File: src/rtl/reset_seq_pkg.sv
// Shared types and constants for the power-on reset sequencer.
// State encoding, reset-cause codes and a small parameter helper.
package reset_seq_pkg;

    typedef enum logic [1:0] {
        RS_ASSERT  = 2'd0,
        RS_STRETCH = 2'd1,
        RS_RELEASE = 2'd2,
        RS_RUN     = 2'd3
    } rs_state_t;

    localparam logic [1:0] CAUSE_POR  = 2'd0;
    localparam logic [1:0] CAUSE_EXT  = 2'd1;
    localparam logic [1:0] CAUSE_SOFT = 2'd2;

    function automatic int imax(input int a, input int b);
        return (a > b) ? a : b;
    endfunction

endpackage

File: src/rtl/por_reset_sequencer_if.sv
// Sequencer-to-domain bundle: soft request and acks in, per-domain resets and status out.
// master = sequencer side, slave = the domains / firmware side.
interface por_reset_sequencer_if #(
    parameter int STAGES = 3
);
    logic              soft_reset_req;
    logic [STAGES-1:0] stage_ack;
    logic [STAGES-1:0] rst_n_o;
    logic              seq_done;
    logic              timeout_err;
    logic [1:0]        reset_cause;

    modport master (
        input  soft_reset_req, stage_ack,
        output rst_n_o, seq_done, timeout_err, reset_cause
    );

    modport slave (
        output soft_reset_req, stage_ack,
        input  rst_n_o, seq_done, timeout_err, reset_cause
    );
endinterface

File: src/rtl/reset_sync_cell.sv
// DEPTH-flop synchronizer with asynchronous active-low clear to 0.
// Latency DEPTH cycles from i_d to o_q.
module reset_sync_cell #(
    parameter int DEPTH = 2
) (
    input  logic i_clk,
    input  logic i_rst_n,
    input  logic i_d,
    output logic o_q
);
    logic [DEPTH-1:0] r_sync;

    always_ff @(posedge i_clk or negedge i_rst_n) begin
        if (!i_rst_n) begin
            r_sync <= '0;
        end else begin
            r_sync <= {r_sync[DEPTH-2:0], i_d};
        end
    end

    assign o_q = r_sync[DEPTH-1];
endmodule

File: src/rtl/por_reset_sequencer.sv
// Per-domain reset sequencer: asserts all resets at once, releases them in order gated by acks.
// Outputs are registered; aborts take one edge, porb_l clears everything asynchronously.
module por_reset_sequencer
    import reset_seq_pkg::*;
#(
    parameter int STAGES         = 3,
    parameter int SYNC_DEPTH     = 2,
    parameter int STRETCH_CYCLES = 16,
    parameter int ACK_TIMEOUT    = 256
) (
    input  logic                   core_clk,
    input  logic                   porb_l,
    input  logic                   ext_reset_n,
    por_reset_sequencer_if.master  bus
);
    localparam int CNT_MAX = imax(STRETCH_CYCLES, ACK_TIMEOUT);
    localparam int CNT_W   = (CNT_MAX > 1) ? $clog2(CNT_MAX) : 1;
    localparam int IDX_W   = (STAGES > 1) ? $clog2(STAGES) : 1;

    localparam logic [CNT_W-1:0] STRETCH_LAST = CNT_W'(STRETCH_CYCLES - 1);
    localparam logic [CNT_W-1:0] ACK_LAST     = CNT_W'(ACK_TIMEOUT - 1);
    localparam logic [IDX_W-1:0] IDX_LAST     = IDX_W'(STAGES - 1);

    rs_state_t         r_state;
    logic [CNT_W-1:0]  r_cnt;
    logic [IDX_W-1:0]  r_idx;
    logic [STAGES-1:0] r_rst_n;
    logic              r_done;
    logic              r_terr;
    logic [1:0]        r_cause;

    logic              w_ext_sync;
    logic              w_abort;
    logic              w_ack;
    logic [IDX_W-1:0]  w_idx_nxt;

    reset_sync_cell #(
        .DEPTH (SYNC_DEPTH)
    ) u_ext_sync (
        .i_clk   (core_clk),
        .i_rst_n (porb_l),
        .i_d     (ext_reset_n),
        .o_q     (w_ext_sync)
    );

    assign w_abort   = !w_ext_sync || bus.soft_reset_req;
    assign w_ack     = bus.stage_ack[r_idx];
    assign w_idx_nxt = r_idx + 1'b1;

    always_ff @(posedge core_clk or negedge porb_l) begin
        if (!porb_l) begin
            r_state <= RS_ASSERT;
            r_cnt   <= '0;
            r_idx   <= '0;
            r_rst_n <= '0;
            r_done  <= 1'b0;
            r_terr  <= 1'b0;
            r_cause <= CAUSE_POR;
        end else if (r_state != RS_ASSERT && w_abort) begin
            // Abort outranks ack and timeout; pad reset outranks soft request for the cause.
            r_state <= RS_ASSERT;
            r_cnt   <= '0;
            r_rst_n <= '0;
            r_done  <= 1'b0;
            r_cause <= !w_ext_sync ? CAUSE_EXT : CAUSE_SOFT;
        end else begin
            case (r_state)
                RS_ASSERT: begin
                    r_rst_n <= '0;
                    if (w_ext_sync && !bus.soft_reset_req) begin
                        r_state <= RS_STRETCH;
                        r_cnt   <= '0;
                    end
                end
                RS_STRETCH: begin
                    if (r_cnt == STRETCH_LAST) begin
                        r_state    <= RS_RELEASE;
                        r_idx      <= '0;
                        r_rst_n[0] <= 1'b1;
                        r_cnt      <= '0;
                    end else begin
                        r_cnt <= r_cnt + 1'b1;
                    end
                end
                RS_RELEASE: begin
                    if (w_ack || r_cnt == ACK_LAST) begin
                        // A missing ack only flags the error; sequencing still moves on.
                        if (!w_ack) begin
                            r_terr <= 1'b1;
                        end
                        r_cnt <= '0;
                        if (r_idx == IDX_LAST) begin
                            r_state <= RS_RUN;
                            r_done  <= 1'b1;
                        end else begin
                            r_idx              <= w_idx_nxt;
                            r_rst_n[w_idx_nxt] <= 1'b1;
                        end
                    end else begin
                        r_cnt <= r_cnt + 1'b1;
                    end
                end
                default: begin
                end
            endcase
        end
    end

    assign bus.rst_n_o     = r_rst_n;
    assign bus.seq_done    = r_done;
    assign bus.timeout_err = r_terr;
    assign bus.reset_cause = r_cause;
endmodule

File: src/flat_wrapper.sv
// flat-port wrapper written by rule: the top's interface ports become plain ports
module por_reset_sequencer_flat import reset_seq_pkg::*;
#(
    parameter int STAGES         = 3,
    parameter int SYNC_DEPTH     = 2,
    parameter int STRETCH_CYCLES = 16,
    parameter int ACK_TIMEOUT    = 256
)
  (core_clk, porb_l, ext_reset_n, bus_soft_reset_req, bus_stage_ack, bus_rst_n_o, bus_seq_done, bus_timeout_err, bus_reset_cause);
  por_reset_sequencer_if #(.STAGES(STAGES)) bus_i ();
  input  logic core_clk;
  input  logic porb_l;
  input  logic ext_reset_n;
  input wire logic [$bits(bus_i.soft_reset_req)-1:0] bus_soft_reset_req;
  input wire logic [$bits(bus_i.stage_ack)-1:0] bus_stage_ack;
  output wire logic [$bits(bus_i.rst_n_o)-1:0] bus_rst_n_o;
  output wire logic [$bits(bus_i.seq_done)-1:0] bus_seq_done;
  output wire logic [$bits(bus_i.timeout_err)-1:0] bus_timeout_err;
  output wire logic [$bits(bus_i.reset_cause)-1:0] bus_reset_cause;
  assign bus_i.soft_reset_req = bus_soft_reset_req;
  assign bus_i.stage_ack = bus_stage_ack;
  assign bus_rst_n_o = bus_i.rst_n_o;
  assign bus_seq_done = bus_i.seq_done;
  assign bus_timeout_err = bus_i.timeout_err;
  assign bus_reset_cause = bus_i.reset_cause;
  por_reset_sequencer #(.STAGES(STAGES), .SYNC_DEPTH(SYNC_DEPTH), .STRETCH_CYCLES(STRETCH_CYCLES), .ACK_TIMEOUT(ACK_TIMEOUT)) u_core (.core_clk(core_clk), .porb_l(porb_l), .ext_reset_n(ext_reset_n), .bus(bus_i));
endmodule
File: config.mk
export PLATFORM = sky130hd
export DESIGN_NAME = por_reset_sequencer_flat
export DESIGN_NICKNAME = d
export VERILOG_FILES = /design/src/rtl/reset_seq_pkg.sv /design/src/rtl/por_reset_sequencer_if.sv /design/src/rtl/reset_sync_cell.sv /design/src/rtl/por_reset_sequencer.sv /design/src/flat_wrapper.sv
export SDC_FILE = /design/constraint.sdc
export NUM_CORES = 1
export LEC_CHECK = 0
export ABC_AREA = 1
export CAP_MARGIN = 15
export CORE_ASPECT_RATIO = 1.2
export CORE_MARGIN = 2
export CORE_UTILIZATION = 35
export CTS_BUF_LIST = sky130_fd_sc_hd__clkbuf_8
export DETAILED_ROUTE_END_ITERATION = 8
export PLACE_DENSITY = 0.63
export REMOVE_ABC_BUFFERS = 1
export SLEW_MARGIN = 20
export SYNTH_ARGS = -nofsm -noshare
export SYNTH_HDL_FRONTEND = slang
export SYNTH_SLANG_ARGS = --single-unit
File: constraint.sdc
create_clock -name core_clk -period 1.3 [get_ports core_clk]
set_input_delay 0.195 -clock core_clk [delete_from_list [all_inputs] [get_ports core_clk]]
set_output_delay 0.195 -clock core_clk [all_outputs]
set_load 0.1 [all_outputs]
### After elaboration in Yosys (flattened, before gate mapping)

Index checks and enable logic that the tools add are counted.

| cells by class | value |
|---|---|
| add/sub/neg operators | 2 |
| $mul | 0 |
| divide/modulo/power cells | 0 |
| order comparisons | 3 |
| eq/ne operators | 13 |
| shift operators | 0 |
| muxes and demuxes | 30 |
| bitwise logic cells | 3 |
| reduce and logical (&&, ||, !) cells | 22 |

Operator list:

| operator | number |
|---|---|
| 8-bit 2-to-1 mux | 4 |
| 8-bit case mux with 3 select lines | 1 |
| 2-bit 2-to-1 mux | 9 |
| 3-bit by 1-bit != test with 1-bit output, second input constant | 4 |
| 5-bit AND reduction | 2 |
| 2-bit nonzero test | 5 |
| 3-bit 2-to-1 mux | 3 |
| 8-bit by 1-bit adder with 8-bit output, second input constant | 1 |
| 8-bit by 4-bit equality test with 1-bit output, second input constant | 1 |
| 8-bit equality test, second input constant | 1 |
| 2-bit case mux with 2 select lines | 2 |
| 4-bit AND reduction | 2 |
| 1-bit 2-to-1 mux | 7 |
| 2-bit by 3-bit < comparator with 1-bit output, second input constant | 2 |
| 2-bit case mux with 3 select lines | 1 |
| 3-bit AND reduction | 2 |
| 2-bit equality test, second input constant | 2 |
| 2-bit by 1-bit != test with 1-bit output, second input constant | 2 |
| 4-bit nonzero test | 1 |
| 1-bit logical AND | 3 |
| 3-bit by 2-bit != test with 1-bit output, second input constant | 1 |
| 3-bit bitwise OR | 1 |
| 1-bit case mux with 3 select lines | 1 |
| 3-bit nonzero test | 1 |
| other kinds (11) | 14 |

| storage, ports and cells | value |
|---|---|
| bits in registers | 21 |
| bits in latches | 0 |
| memory bits (writable) | 0 |
| memory bits (read-only) | 0 |
| input port bits | 7 |
| output and inout port bits | 7 |
| logic and storage cells | 82 |
| memories | 0 |

### Logic depth before layout (Yosys ltp)

Gate-level depths: netlist of the first run.

| depth | value |
|---|---|
| word-level depth | 10 |
| mapped depth | 10 |
| gate-level depth less buffers | 10 |

### Modules after synthesis

Synthesis of the first run repeated with hierarchy kept, for this count alone.

| second synthesis, totals | value |
|---|---|
| cells, all modules | 164 |
| area, all modules | 1,358.8 µm² |

By module, submodules not included:

| module | instances | cells an instance | area each (µm²) | sequential area each (µm²) |
|---|---|---|---|---|
| por_reset_sequencer | 1 | 162 | 1,308.8 | 475.5 |
| reset_sync_cell | 1 | 2 | 50.0 | 50.0 |

### Least setup slack after synthesis of the first run

Ideal clock, no wire load.

| timing path | value |
|---|---|
| path kind | reg-to-reg |
| start | register u_core.r_rst_n[0] (netlist: u_core.bus.rst_n_o[0]) |
| end | register u_core.r_rst_n[0] (netlist: u_core.bus.rst_n_o[0]) |
| library setup time | 68 ps |
| data arrival time | 1,379 ps |
| data required time | 1,232 ps |
| slack | -147 ps |
| stages on the path, launching flop included | 5 |
| buffers on the path | 0 |
| clock period less this slack | 1,447 ps |
| cells stage by stage | dfrtp_1 o21ai_0 a21oi_1 nand4_1 nand2_1 |

| on the way | value |
|---|---|
| cells in the longest elaborated chain, start to end | 5 |

RTL lines:

| item | RTL line | text |
|---|---|---|
| start, declared | por_reset_sequencer.sv:27 | `logic [STAGES-1:0] r_rst_n;` |
| start signal, assigned | por_reset_sequencer.sv:55 | `r_rst_n <= '0;` |
| start signal, assigned | por_reset_sequencer.sv:63 | `r_rst_n <= '0;` |
| start signal, assigned | por_reset_sequencer.sv:69 | `r_rst_n <= '0;` |
| 3-bit bitwise OR (no line) | n/a |  |
| 3-bit 2-to-1 mux | por_reset_sequencer.sv:92 | `if (r_idx == IDX_LAST) begin` |
| 3-bit 2-to-1 mux | por_reset_sequencer.sv:86 | `if (w_ack \|\| r_cnt == ACK_LAST) begin` |
| 1-bit case mux with 3 select lines | por_reset_sequencer.sv:67 | `case (r_state)` |
| 3-bit 2-to-1 mux | por_reset_sequencer.sv:59 | `end else if (r_state != RS_ASSERT && w_abort) begin` |

No other way between the ends. The select of a mux whose other input is x is not followed.
A chain may end at the register's enable or synchronous reset.

### Worst setup path in the final report of the first run

| timing path | value |
|---|---|
| start | register u_core.r_state[1] |
| end | register u_core.r_idx[0] |

| on the way | value |
|---|---|
| cells in the longest elaborated chain, start to end | 4 |
| elaborated cells on any way between the ends | 11 |
| classes of those cells | eq/ne: 5; mux: 1; bitwise: 1; reduce/logical: 4 |

RTL lines:

| item | RTL line | text |
|---|---|---|
| start, declared | por_reset_sequencer.sv:24 | `rs_state_t r_state;` |
| start signal, assigned | por_reset_sequencer.sv:52 | `r_state <= RS_ASSERT;` |
| start signal, assigned | por_reset_sequencer.sv:61 | `r_state <= RS_ASSERT;` |
| start signal, assigned | por_reset_sequencer.sv:71 | `r_state <= RS_STRETCH;` |
| parallel branches: the longest is 4 deep, another holds 5-bit AND reduction | n/a |  |
| end signal, assigned | por_reset_sequencer.sv:96 | `r_idx <= w_idx_nxt;` |
| end, declared | por_reset_sequencer.sv:26 | `logic [IDX_W-1:0] r_idx;` |

Parallel ways; which one is timed is not known.

==> results_dict.tcl, run 1 <==
set metrics [dict create \
    synth_mux_area_share_pct 0 \
    ys_seq_area_share_pct 40.70 \
    synth_area_sq_um 1291 \
    initialDrtViolationCount 21 \
    ys_types 26 \
    avgSynthCellArea_sq_um 7.732 \
    cp-startpoint "u_core.r_state[1]" \
    ios 14 \
    rsz0062_at_grt "yes" \
    io_buffers 13 \
    worst_pin_slew_ns 0.2749 \
    n_fill_cell 323 \
    grt_pass1_wl_mm 5.009 \
    rrSetupSlack_ns -0.17 \
    globalplace.congestion 0.8578 \
    yosys.area_share.adder_pct 7.752 \
    r2r-end "u_core.r_idx[0]" \
    critPathCapture "u_core.r_idx[0]" \
    cts.htree.levels 1 \
    hold_violations 0 \
    period_share_pct 113.1 \
    grt_pass1_vias 1200 \
    synth_compound_area_share_pct 8.818 \
    antenna_cells 0 \
    crit_path_end_kind "flip-flop" \
    via_count 1227 \
    ir_drop_uv 903.2 \
    cts_sinks 21 \
    route.detailed.drc 0 \
    fin_crit_ns 1.471 \
    syn_to_final_growth_pct 52.13 \
    p_leak_nw 0.9694 \
    cp_data_required_time_ns 1.46 \
    stdcell_area_sq_um 1964 \
    crit_arrival_ns 1.63 \
    dieHeight_um 70.54 \
    fmax_ghz 0.6798 \
    hold_buffers 0 \
    synth_area_leaders "dfrtp_1 (41%), nand2_1 (15%), ha_1 (7.8%)" \
    synth_xor_area_share_pct 0.6783 \
    layout_common_cells "nand2_1 (46), buf_4 (31), dfrtp_1 (20)" \
    cts_buffer_depth 2 \
    maxSlewHeadroom_pct 81.67 \
    die_w_um 59.45 \
    ant_nets 0 \
    synth_top_family_by_area "simple AND/OR/NAND/NOR gates" \
    min_path_type "primary input to async pin" \
    avgViaCountPerCell 4.774 \
    overflow 0 \
    yosysWarnings 0 \
    clkTransAtPathRegs_ns 0.08 \
    layout_commonest_cell "nand2_1" \
    critPathSlowestCell "dfrtp_2" \
    critical_path_depth 9 \
    regToRegStartpoint "u_core.r_state[1]" \
    num_rows 24 \
    root_buffer "clkbuf_8" \
    drive_gt1_share_pct 36.24 \
    crit_fanout 5 \
    die_area_sq_um 4193 \
    crit_buf_inv 3 \
    max-cap-violations 0 \
    finalSetupViolations 19 \
    fin_worst_skew_ns 0.0009605 \
    dp_hpwl_mm 2.196 \
    syn_inst 167 \
    power_density_nw_per_um2 2118 \
    synth_top_cell_by_area "dfrtp_1" \
    setup_slack_ns -0.1709 \
    path_delay_family "flip-flops" \
    cp_cell_sequence "inv_4 > ha_4 > inv_2 > nand2_4 > inv_4 > a211oi_4 > nand2_2 > nand2_1 > nand2_1" \
    critPathLaunchType "flip-flop" \
    cts_tree "yes" \
    antenna_found_initial 0 \
    finalPower_mw 4.160 \
    drtPass1Iterations 4 \
    synthSimpleGateAreaFrac_pct 35.08 \
    synth-seq-cells 21 \
    coreArea_sq_um 3573 \
    start_util_pct 36.13 \
    status "finished, violations left" \
    track_usage_pct 15.54 \
    wirelength_mm 3.009 \
    worst-setup-path-type "flip-flop to flip-flop" \
    slowest_delay_ns 0.46 \
    grt_max_degree 22 \
    post_drt_wl_per_cell_um 11.71 \
    place_area_sq_um 1743 \
    violations "setup timing" \
    worstRegToRegCells 9 \
    insertion_delay_ns 0.26 \
    nNetsFinal 234 \
    final_max_slew_viol_count 0 \
    numCtsBuffers 3 \
    yosysTopAreaCellShare_pct 40.70 \
]
==> power breakdown <==
part,total [mW],leakage [nW],switching (mW),internal (mW)
clock network,0.425,0.0269,0.214,0.211
logic,2.83,0.667,1.65,1.18
registers,0.904,0.276,0.129,0.776
total,4.16,0.969,1.99,2.17
==> cell type report <==
type | count | area, sq um | area share (%)
multi-input combinational | 122 | 777.0 | 39.55
clock buffer | 3 | 41.29 | 2.102
inverter | 24 | 100.1 | 5.096
sequential | 21 | 526.8 | 26.82
clock inverter | 1 | 3.754 | 0.1911
tap | 39 | 48.80 | 2.484
timing repair buffer | 47 | 466.7 | 23.76
==> worst min path at each step <==
stage,startpoint,endpoint,slack [ns]
after floorplan,porb_l,u_core.bus.reset_cause[0],-0.10
after global placement,u_core.u_ext_sync.r_sync[0],u_core.u_ext_sync.r_sync[1],0.33
after detailed placement,u_core.u_ext_sync.r_sync[0],u_core.u_ext_sync.r_sync[1],0.34
after CTS,porb_l,u_core.bus.timeout_err,0.29
after global routing,porb_l,u_core.bus.timeout_err,0.30
final,porb_l,u_core.bus.reset_cause[1],0.28
==> flip-flops by register name (all words and copies together) (netlist names) <==
register	cells
u_core.bus.seq_done	1
u_core.bus.timeout_err	1
u_core.r_idx	2
u_core.bus.reset_cause	2
u_core.r_cnt	8
u_core.u_ext_sync.r_sync	2
u_core.r_state	2
u_core.bus.rst_n_o	3
==> repair_timing <==
item | in CTS | in global routing
setup buffers | 4 | 5
resized for setup | 19 | 18
pin swaps | 5 | 1
endpoints found under the setup margin | 19 | 19
==> Yosys cell counts (all sizes together) <==
| cell type | instances |
|---|---|
| a211oi | 1 |
| a21oi | 3 |
| a31o | 1 |
| dfrtp | 21 |
| ha | 8 |
| inv | 24 |
| nand2 | 57 |
| nand3 | 16 |
| nand3b | 1 |
| nand4 | 6 |
| nor2 | 17 |
| nor3 | 1 |
| o2111ai | 2 |
| o21a | 1 |
| o21ai | 6 |
| o21bai | 1 |
| xor2 | 1 |
==> metrics by stage <==
| step | util (%) | cells | setup WS (ns) | TNS, ns | hold WS (ns) |
|---|---|---|---|---|---|
| after global routing | 54.97 | 257 | -0.3032 | -3.696 | 0.2998 |
| after floorplan | - | 167 | -0.1466 | -1.405 | -0.1006 |
| final | 54.97 | 257 | -0.1709 | -2.066 | 0.2763 |
| after detailed placement | 48.77 | 246 | -0.2984 | -3.960 | 0.3365 |
| after CTS | 52.17 | 253 | -0.1526 | -1.896 | 0.2877 |
| after global placement | 48.77 | 246 | -0.2751 | -3.543 | 0.3318 |
==> metal layers <==
metal  track usage (%)  vias to the layer above  part of all wire [%]
li1                  -                      638                     -
met1             18.31                      563                    44
met2             27.47                       20                    52
met3             2.377                        6                   2.6
met4             6.061                        0                   1.7
met5                 0                        -                     0
==> logic make-up after synthesis <==
group / count (synthesis)
AOI/OAI and AO/OA: 15
buffers and inverters: 24
and+or+nand+nor: 98
DFF: 21
xor gates and xnor gates: 1
adders and majority gates: 8
No activity file was read; power rests on OpenSTA's default activity.
==> inputs of run 2 (changes only) <==
--- a/config.mk
+++ b/config.mk
@@ -11,7 +11,9 @@
 export CORE_MARGIN = 2
 export CORE_UTILIZATION = 35
 export CTS_BUF_LIST = sky130_fd_sc_hd__clkbuf_8
+export CTS_CLUSTER_DIAMETER = 120
 export DETAILED_ROUTE_END_ITERATION = 8
+export GPL_ROUTABILITY_DRIVEN = 0
 export PLACE_DENSITY = 0.63
 export REMOVE_ABC_BUFFERS = 1
 export SLEW_MARGIN = 20
==> results of run 2 <==
Final layout, timing and power as in run 1 (identical DEF).
==> inputs of run 3 (changes only) <==
--- a/config.mk
+++ b/config.mk
@@ -12,6 +12,7 @@
 export CORE_UTILIZATION = 35
 export CTS_BUF_LIST = sky130_fd_sc_hd__clkbuf_8
 export CTS_CLUSTER_DIAMETER = 120
+export CTS_CLUSTER_SIZE = 8
 export DETAILED_ROUTE_END_ITERATION = 8
 export GPL_ROUTABILITY_DRIVEN = 0
 export PLACE_DENSITY = 0.63
==> results of run 3 <==
Final layout, timing and power as in run 1 (identical DEF).
